===== src/rtl/hit_detector_pkg.sv =====
// Shared game constants and judge FSM encoding, common to the hit detector and light controller.
// Latency: n/a (declarations only).
// Backpressure: n/a.
package hit_detector_pkg;

  localparam int NUM_HOLES  = 9;
  localparam int HOLE_IDX_W = 4;

  typedef enum logic [1:0] {
    IDLE   = 2'd0,
    ARMED  = 2'd1,
    LOCKED = 2'd2
  } judge_state_t;

  // One-hot mask for a hole index; out-of-range indices select no hole.
  function automatic logic [NUM_HOLES-1:0] hole_mask(input logic [HOLE_IDX_W-1:0] idx);
    hole_mask = '0;
    if (idx < HOLE_IDX_W'(NUM_HOLES)) hole_mask = NUM_HOLES'(1) << idx;
  endfunction

endpackage


===== src/rtl/hit_detector_button_debouncer.sv =====
// Single-button 2-flop synchronizer + stability debouncer + rising-edge press pulse.
// Latency: raw edge -> level/press = 2 + DEBOUNCE_CYCLES cycles.
// Backpressure: none; press is a 1-cycle pulse that is never held.
// Ports: clk, reset (async active-low), raw (async button), level (debounced), press (0->1 pulse).
module button_debouncer #(
  parameter int DEBOUNCE_CYCLES = 500000,
  parameter int DB_W            = 20
) (
  input  logic clk,
  input  logic reset,
  input  logic raw,
  output logic level,
  output logic press
);

  logic            sync1, sync2;
  logic [DB_W-1:0] cnt;

  always_ff @(posedge clk or negedge reset) begin
    if (!reset) begin
      sync1 <= 1'b0;
      sync2 <= 1'b0;
      level <= 1'b0;
      cnt   <= '0;
      press <= 1'b0;
    end else begin
      sync1 <= raw;
      sync2 <= sync1;
      press <= 1'b0;
      if (sync2 != level) begin
        // The cycle that completes the run of differing samples flips the level,
        // so the count only has to reach DEBOUNCE_CYCLES-1 before that.
        if (cnt == DB_W'(DEBOUNCE_CYCLES - 1)) begin
          level <= sync2;
          cnt   <= '0;
          press <= sync2;
        end else begin
          cnt <= cnt + DB_W'(1);
        end
      end else begin
        cnt <= '0;
      end
    end
  end

endmodule


===== src/rtl/hit_detector.sv =====
// Debounces the 9 board buttons and judges each press against the lit hole; saturating tallies.
// Latency: raw edge -> hit/miss = 3 + DEBOUNCE_CYCLES cycles (press -> hit/miss registered, 1 cycle).
// Backpressure: none; hit/miss are 1-cycle pulses, presses outside ARMED are dropped.
// Ports: clk, reset (async active-low), enable, lights/light_pos (from light controller),
//        buttons (raw), hit/miss pulses, hit_pos, hit_count/miss_count.
module hit_detector
  import hit_detector_pkg::*;
#(
  parameter int DEBOUNCE_CYCLES = 500000,
  parameter int DB_W            = 20,
  parameter int SCORE_W         = 8
) (
  input  logic                  clk,
  input  logic                  reset,
  input  logic                  enable,
  input  logic [NUM_HOLES-1:0]  lights,
  input  logic [HOLE_IDX_W-1:0] light_pos,
  input  logic [NUM_HOLES-1:0]  buttons,
  output logic                  hit,
  output logic                  miss,
  output logic [HOLE_IDX_W-1:0] hit_pos,
  output logic [SCORE_W-1:0]    hit_count,
  output logic [SCORE_W-1:0]    miss_count
);

  logic [NUM_HOLES-1:0] level, press, press_q, wrong;
  logic [NUM_HOLES-1:0] lights_q;
  logic [HOLE_IDX_W-1:0] wrong_idx, pos_nxt;
  logic                  hit_nxt, miss_nxt;
  judge_state_t          state, state_nxt;

  for (genvar i = 0; i < NUM_HOLES; i++) begin : g_btn
    button_debouncer #(
      .DEBOUNCE_CYCLES(DEBOUNCE_CYCLES),
      .DB_W           (DB_W)
    ) u_db (
      .clk  (clk),
      .reset(reset),
      .raw  (buttons[i]),
      .level(level[i]),
      .press(press[i])
    );
  end

  // A press only counts while its debounced level is still asserted.
  assign press_q = press & level;
  assign wrong   = press_q & ~hole_mask(light_pos);

  // Lowest-numbered wrong button is reported when several are pressed together.
  always_comb begin
    wrong_idx = '0;
    for (int i = NUM_HOLES - 1; i >= 0; i--) begin
      if (wrong[i]) wrong_idx = HOLE_IDX_W'(i);
    end
  end

  always_comb begin
    state_nxt = state;
    hit_nxt   = 1'b0;
    miss_nxt  = 1'b0;
    pos_nxt   = hit_pos;
    if (!enable) begin
      state_nxt = IDLE;
    end else begin
      case (state)
        IDLE: begin
          if (lights != '0) state_nxt = ARMED;
        end
        ARMED: begin
          if (lights == '0) begin
            // Light expired unpressed; a press this same cycle is ignored.
            miss_nxt  = 1'b1;
            state_nxt = IDLE;
          end else if (lights != lights_q) begin
            // Jump straight to a new hole: old flick times out, new one is armed.
            miss_nxt = 1'b1;
          end else if (press_q != '0) begin
            state_nxt = LOCKED;
            if (wrong != '0) begin
              miss_nxt = 1'b1;
              pos_nxt  = wrong_idx;
            end else begin
              hit_nxt = 1'b1;
              pos_nxt = light_pos;
            end
          end
        end
        LOCKED: begin
          if (lights == '0)            state_nxt = IDLE;
          else if (lights != lights_q) state_nxt = ARMED;
        end
        default: state_nxt = IDLE;
      endcase
    end
  end

  always_ff @(posedge clk or negedge reset) begin
    if (!reset) begin
      state      <= IDLE;
      lights_q   <= '0;
      hit        <= 1'b0;
      miss       <= 1'b0;
      hit_pos    <= '0;
      hit_count  <= '0;
      miss_count <= '0;
    end else begin
      state    <= state_nxt;
      lights_q <= lights;
      hit      <= hit_nxt;
      miss     <= miss_nxt;
      hit_pos  <= pos_nxt;
      if (hit_nxt && hit_count != '1)   hit_count  <= hit_count + SCORE_W'(1);
      if (miss_nxt && miss_count != '1) miss_count <= miss_count + SCORE_W'(1);
    end
  end

endmodule


===== config.mk =====
export PLATFORM = sky130hd
export DESIGN_NAME = hit_detector
export DESIGN_NICKNAME = d
export VERILOG_FILES = /design/src/rtl/hit_detector_pkg.sv /design/src/rtl/hit_detector_button_debouncer.sv /design/src/rtl/hit_detector.sv
export SDC_FILE = /design/constraint.sdc
export NUM_CORES = 1
export LEC_CHECK = 0
export BUFFER_PORTS_ARGS = -buffer_cell sky130_fd_sc_hd__clkbuf_2
export CAP_MARGIN = 10
export CORE_MARGIN = 2
export CORE_UTILIZATION = 35
export CTS_CLUSTER_DIAMETER = 120
export DETAILED_ROUTE_END_ITERATION = 6
export PLACE_DENSITY_LB_ADDON = 0.08
export REMOVE_ABC_BUFFERS = 1
export SYNTH_ARGS = -nofsm -noshare
export SYNTH_HDL_FRONTEND = slang
export SYNTH_SLANG_ARGS = --single-unit

===== constraint.sdc =====
create_clock -name clk -period 2.7 [get_ports clk]
set_clock_uncertainty 0.1 [all_clocks]
set_input_delay 0.27 -clock clk [delete_from_list [all_inputs] [get_ports clk]]
set_output_delay 0.27 -clock clk [all_outputs]
set_load 0.02 [all_outputs]

; After elaboration in Yosys (flattened, before gate mapping)
; Index checks and enable logic that the tools add are counted.
[totals]
regBits = 249
latch_bits = 0
ram_bits = 0
rom_bits = 0
out_inout_bits = 22
wordCells = 182
n_memories = 0
[classes]
add_sub_neg = 11
mul = 0
div = 0
magnitude_cmp = 1
n_eq_ne = 27
n_shift = 1
muxes = 67
bitwise = 5
n_reduce_logical = 18
[op_table]
columns = cell, count
row1 = two-way mux 20 bit, 18
row2 = "adder 20 x 1 -> 20 bit, second input constant", 9
row3 = "equality test 20 x 19 -> 1 bit, second input constant", 9
row4 = two-way mux 4 bit, 10
row5 = two-way mux 1 bit, 30
row6 = nonzero test 9 bit, 3
row7 = AND 9 bit, 2
row8 = AND reduction 2 bit, 9
row9 = "adder 8 x 1 -> 8 bit, second input constant", 2
row10 = "inequality test 8 bit, second input constant", 2
row11 = two-way mux 2 bit, 7
row12 = "inequality test 4 bit, second input constant", 3
row13 = logical NOT 9 bit, 1
row14 = two-way mux 9 bit, 1
row15 = inequality test 1 bit, 9
row16 = inequality test 9 bit, 1
row17 = NOT 9 bit, 1
row18 = "<< shifter 1 x 4 -> 9 bit, first input constant", 1
row19 = one-hot mux 2 bit (3 select lines), 1
row20 = AND reduction 5 bit, 1
row21 = "< comparator 4 bit, second input constant", 1
row22 = AND reduction 4 bit, 1
row23 = "inequality test 3 bit, second input constant", 1
row24 = "equality test 2 x 1 -> 1 bit, second input constant", 1
row25 = 4 further kinds, 6

; Logic depth before layout (Yosys ltp)
[logic_depth]
ltp_word = 14
ltp_mapped = 8
mapped_depth_nobuf = 7

; Hierarchy
; From an unflattened synthesis, not the netlist that was laid out.
[unflattened]
hier_cells = 1195
hier_area_um2 = 12549.5
[modules_own_cells]
columns = mod, instances, cells_per_inst, area_per_inst_um2, seq_area_each_um2
row1 = button_debouncer, 9, 113, 1191.1, 600.6
row2 = hit_detector, 1, 178, 1829.3, 825.8

; Least setup slack after synthesis
; OpenSTA, ideal clock, no wires.
[synth_path]
path_kind = register -> register
start = register g_btn[6].u_db.cnt[0]
end = register g_btn[6].u_db.cnt[10]
setup_ns = 0.132
t_arrival_ns = 2.051
required_time_ns = 2.468
path_slack_ns = 0.417
stages_incl_launch_ff = 9
period_less_slack_ns = 2.283
cell_sequence = dfrtp_1 > ha_1 > nand4_1 > or4_1 > nor3_1 > or2_1 > clkbuf_1 > clkbuf_1 > nor2_1
[synth_via]
elab_chain_cells = 3
elab_cells_between_ends = 4
cone_classes = 1 x add/sub / 1 x eq/ne / 2 x mux
[synth_lines]
columns = element, line_no
row1 = start: declaration, hit_detector_button_debouncer.sv:17  ; logic [DB_W-1:0] cnt;
row2 = start signal: assignment, hit_detector_button_debouncer.sv:38  ; cnt <= cnt + DB_W'(1);
row3 = adder 20 x 1 -> 20 bit or equality test 20 x 19 -> 1 bit (tied branches), "hit_detector_button_debouncer.sv:38, hit_detector_button_debouncer.sv:33"
row4 = two-way mux 20 bit *, hit_detector_button_debouncer.sv:33  ; if (cnt == DB_W'(DEBOUNCE_CYCLES - 1)) begin
row5 = two-way mux 20 bit *, hit_detector_button_debouncer.sv:30  ; if (sync2 != level) begin
; Every way passes the cells marked *; elsewhere a longest branch is shown, timed or not.
; A chain may end at the register's enable or synchronous reset.

; Worst setup path after layout
[layout_path]
start = input port lights[5]
end = register hit_count[1]
[layout_via]
elab_chain_cells = 6
elab_cells_between_ends = 7
cone_classes = 1 x eq/ne / 4 x mux / 2 x reduce/logical
[layout_lines]
columns = element, line_no
row1 = start: declaration, hit_detector.sv:16  ; input logic [NUM_HOLES-1:0] lights,
row2 = inequality test 9 bit, hit_detector.sv:74  ; end else if (lights != lights_q) begin
row3 = two-way mux 1 bit, hit_detector.sv:74
row4 = two-way mux 1 bit *, hit_detector.sv:70  ; if (lights == '0) begin
row5 = two-way mux 1 bit *, hit_detector.sv:65  ; case (state)
row6 = two-way mux 1 bit *, hit_detector.sv:62  ; if (!enable) begin
row7 = logical AND 1 bit *, hit_detector.sv:112  ; if (hit_nxt && hit_count != '1) hit_count <= hit_count + SCORE_W'(1);
row8 = end signal: assignment, hit_detector.sv:112
row9 = end: declaration, hit_detector.sv:22  ; output logic [SCORE_W-1:0] hit_count,
; Marked as above.

==> results.toml <==
[timing]
tns_ns = 0
holdWs_ns = 0.08414
period_share_pct = 93.49
relSlewSlack_pct = 61.96
slew_violations = 0
worst_pin_slew_ns = 0.5662
finalSetupViolCount = 0
finalHoldViolCount = 0
grt_setup_unrepaired = "false"
fin_crit_ns = 2.524
clock.fmax_mhz = 396.2

[power_and_ir_drop]
p_seq_share_pct = 48.8
powerDensity_mw_per_mm2 = 599.1
irDropWorstVdd_mv = 0.4646
p_leak_nw = 5.876
swShare_pct = 23.64
p_sw_mw = 1.904
p_int_mw = 6.149
power_frac_clock_pct = 45.6
combPwrFrac_pct = 5.6

[critical_path]
criticalPathCategory = "in2reg"
cp_max_fo = 8
crit_arrival_ns = 2.85
startpoint_type = "input pin"
end_kind = "register"
critPathRequiredTime_ns = 3.02

[floorplan]
dieWidth_um = 184.7
core_sq_mm = 0.03237
die_h_um = 184.7
floorplan.initialDensity_pct = 35.30
ios = 47
fp-row-count = 66
dieArea_sq_mm = 0.03411

[layout]
drive_above_1_share_pct = 11.79
areaGrowthSynthToFinish_pct = 17.62
postLayoutCoreUtil_pct = 41.52
nets = 1245
instances_no_fill = 1673
design_area_sq_mm = 0.01344

[placement]
dpl_cell_area_sq_mm = 0.01234
port_buffers = 46
dp_cells = 1600
globalplace.congestion = 0.7670
dp_hpwl_um = 15420

[status]
outcome = "complete, no violations"

[global_routing]
grt_overflow_total = 0
first_global_vias = 7895
grt_max_degree = 65
grtUsageTotal_pct = 14.19
grt_pass1_wl_um = 39920
antenna_found_initial = 3

[synthesis]
ys.flop_type = "dfrtp_1"
synth_area_leaders = "dfrtp_1 (55%), xor2_1 (8.2%), nor2_1 (7.1%)"
synth_async_sr_flop_share_pct = 100.0
yosysUniqueCellTypes = 55
ys_ff_latch = 249
ys_seq_area_share_pct = 54.52
syn_area_sq_mm = 0.01143
yosys.area.top_type = "dfrtp_1"
avgSynthCellArea_sq_um = 10.31
post-synth-top-area-fraction_pct = 54.52
yosys-top-cells-count = "dfrtp_1 (249), nor2_1 (217), xor2_1 (107)"
synth_cells = 1109
yosys.cell_count.top_type = "dfrtp_1"
synth_edf_count = 0
yosysWarnings = 0

[detailed_routing]
drc = 0
dr.pass1.iters = 4
routed_via_density = 4.650
antenna_left = 0
dr.first_iter.drc_count = 327
wl_per_cell_um = 13.63
vias = 7779
routed_wirelength_um = 22800

[hold_path]
hold_class = "in2reg"

[cts]
cts.sinks = 249
cts_tree = "yes"
cts.htree.levels = 1
clkLatencyLatePin_ns = 0.54
postCtsResizedCells = 0
cts_buffers = 29
clockRootBuffer = "clkbuf_16"
clockBufferDepth = 3
cts.clk_slew.worst_paths_ns = 0.06

[job]
cap_violations = 0
path summary, 6_finish.rpt:
check | start | to | slack [ns] | depth (start not counted)
max reg2reg | lights_q[5] | hit_count[1] | 0.26 | 6
min reg2reg | g_btn[5].u_db.sync1 | g_btn[5].u_db.sync2 | 0.25 | 0
min | light_pos[0] | hit_pos[0] | 0.08 | 3
min in group asynchronous | reset | g_btn[3].u_db.cnt[12] | 0.19 | 2
max | lights[5] | hit_count[1] | 0.18 | 8
max in group asynchronous | reset | g_btn[6].u_db.cnt[19] | 1.59 | 3
layout make-up:
class	instances	area [sq um]
Timing Repair Buffer	90	658.1
Antenna cell	1	2.502
Clock buffer	42	844.6
Tap cell	442	553.0
Clock inverter	10	50.05
Fill cell	3262	18930
Inverter	25	93.84
Multi-Input combinational cell	814	5009
Sequential cell	249	6231
registers in the layout, summed over array words and instances, names as in the netlist:
| name | count |
|---|---|
| g_btn.u_db.cnt | 180 |
| g_btn.u_db.level | 9 |
| g_btn.u_db.press | 9 |
| g_btn.u_db.sync1 | 9 |
| g_btn.u_db.sync2 | 9 |
| hit | 1 |
| hit_count | 8 |
| hit_pos | 4 |
| lights_q | 9 |
| miss | 1 |
| miss_count | 8 |
| state | 2 |
layer usage:
layer | part of all wire [%] | track usage [%] | routed length, um
met2 | 43 | 22.26 | 9914
met5 | 0.12 | 0 | 27
met3 | 4.9 | 3.517 | 1120
met4 | 2.4 | 3.492 | 545
met1 | 49 | 19.73 | 11190
cells by family (layout without fill, tap and decap cells):
kind of cell / count (synthesis) / count (layout) / synth area share (%)
AOI/OAI and AO/OA: 41 / 41 / 2.321
xor gates and xnor gates: 184 / 184 / 14.10
adders and majority gates: 11 / 11 / 1.204
buffers and inverters: 46 / 167 / 1.653
DFF: 249 / 249 / 54.52
muxes: 13 / 13 / 1.303
other: 0 / 1 / 0
and+or+nand+nor: 565 / 565 / 24.90
critical path, stage by stage:
cell,delay (ns)
dlygate4sd3_1,0.55
clkbuf_2,0.14
xor2_1,0.18
nor4_2,0.35
nand2_1,0.12
or4_4,0.62
or2_1,0.30
mux2_4,0.30
stage by stage:
| stage | power, mW | setup WS, ns |
|---|---|---|
| after floorplan | 4.197 | 0.3712 |
| after global placement | 4.437 | 0.2072 |
| after detailed placement | 4.439 | 0.2098 |
| after CTS | 8.236 | 0.1907 |
| after global routing | 8.453 | 0.04991 |
| final | 8.052 | 0.1758 |
cell usage in the layout (no fill, tap or decap), types with 3 or more instances in the layout:
cell / n
a211oi_1: 3
a21oi_1: 13
a31oi_1: 3
and2_1: 5
and3_1: 34
and3b_1: 7
and4_1: 8
buf_12: 3
buf_4: 21
clkbuf_1: 6
clkbuf_16: 29
clkbuf_2: 45
clkbuf_8: 7
clkinv_2: 10
dfrtp_1: 249
dlygate4sd3_1: 20
ha_1: 11
inv_1: 25
mux2_2: 9
nand2_1: 77
nand3_1: 76
nand4_1: 36
nor2_1: 217
nor2b_1: 5
nor3_1: 28
nor3b_1: 3
nor4_1: 19
nor4_2: 6
nor4b_1: 5
o21ai_0: 12
o22ai_1: 4
or2_1: 6
or2_2: 5
or3_1: 12
xnor2_1: 77
xor2_1: 107
power groups by stage:
stage               sequential, mW  clock, mW  combinational [mW]
finish                        3.93       3.67               0.450
global route                  3.95       3.98               0.523
CTS                           3.93       3.84               0.467
detailed placement            4.00          0               0.442
global placement              4.00          0               0.440
floorplan                     4.03          0               0.168
repair_timing:
action,in CTS,in global routing
endpoints found under the hold margin,80,0
hold buffers,20,0
buffers inserted,0,0
No activity file was read; power rests on OpenSTA's default activity.
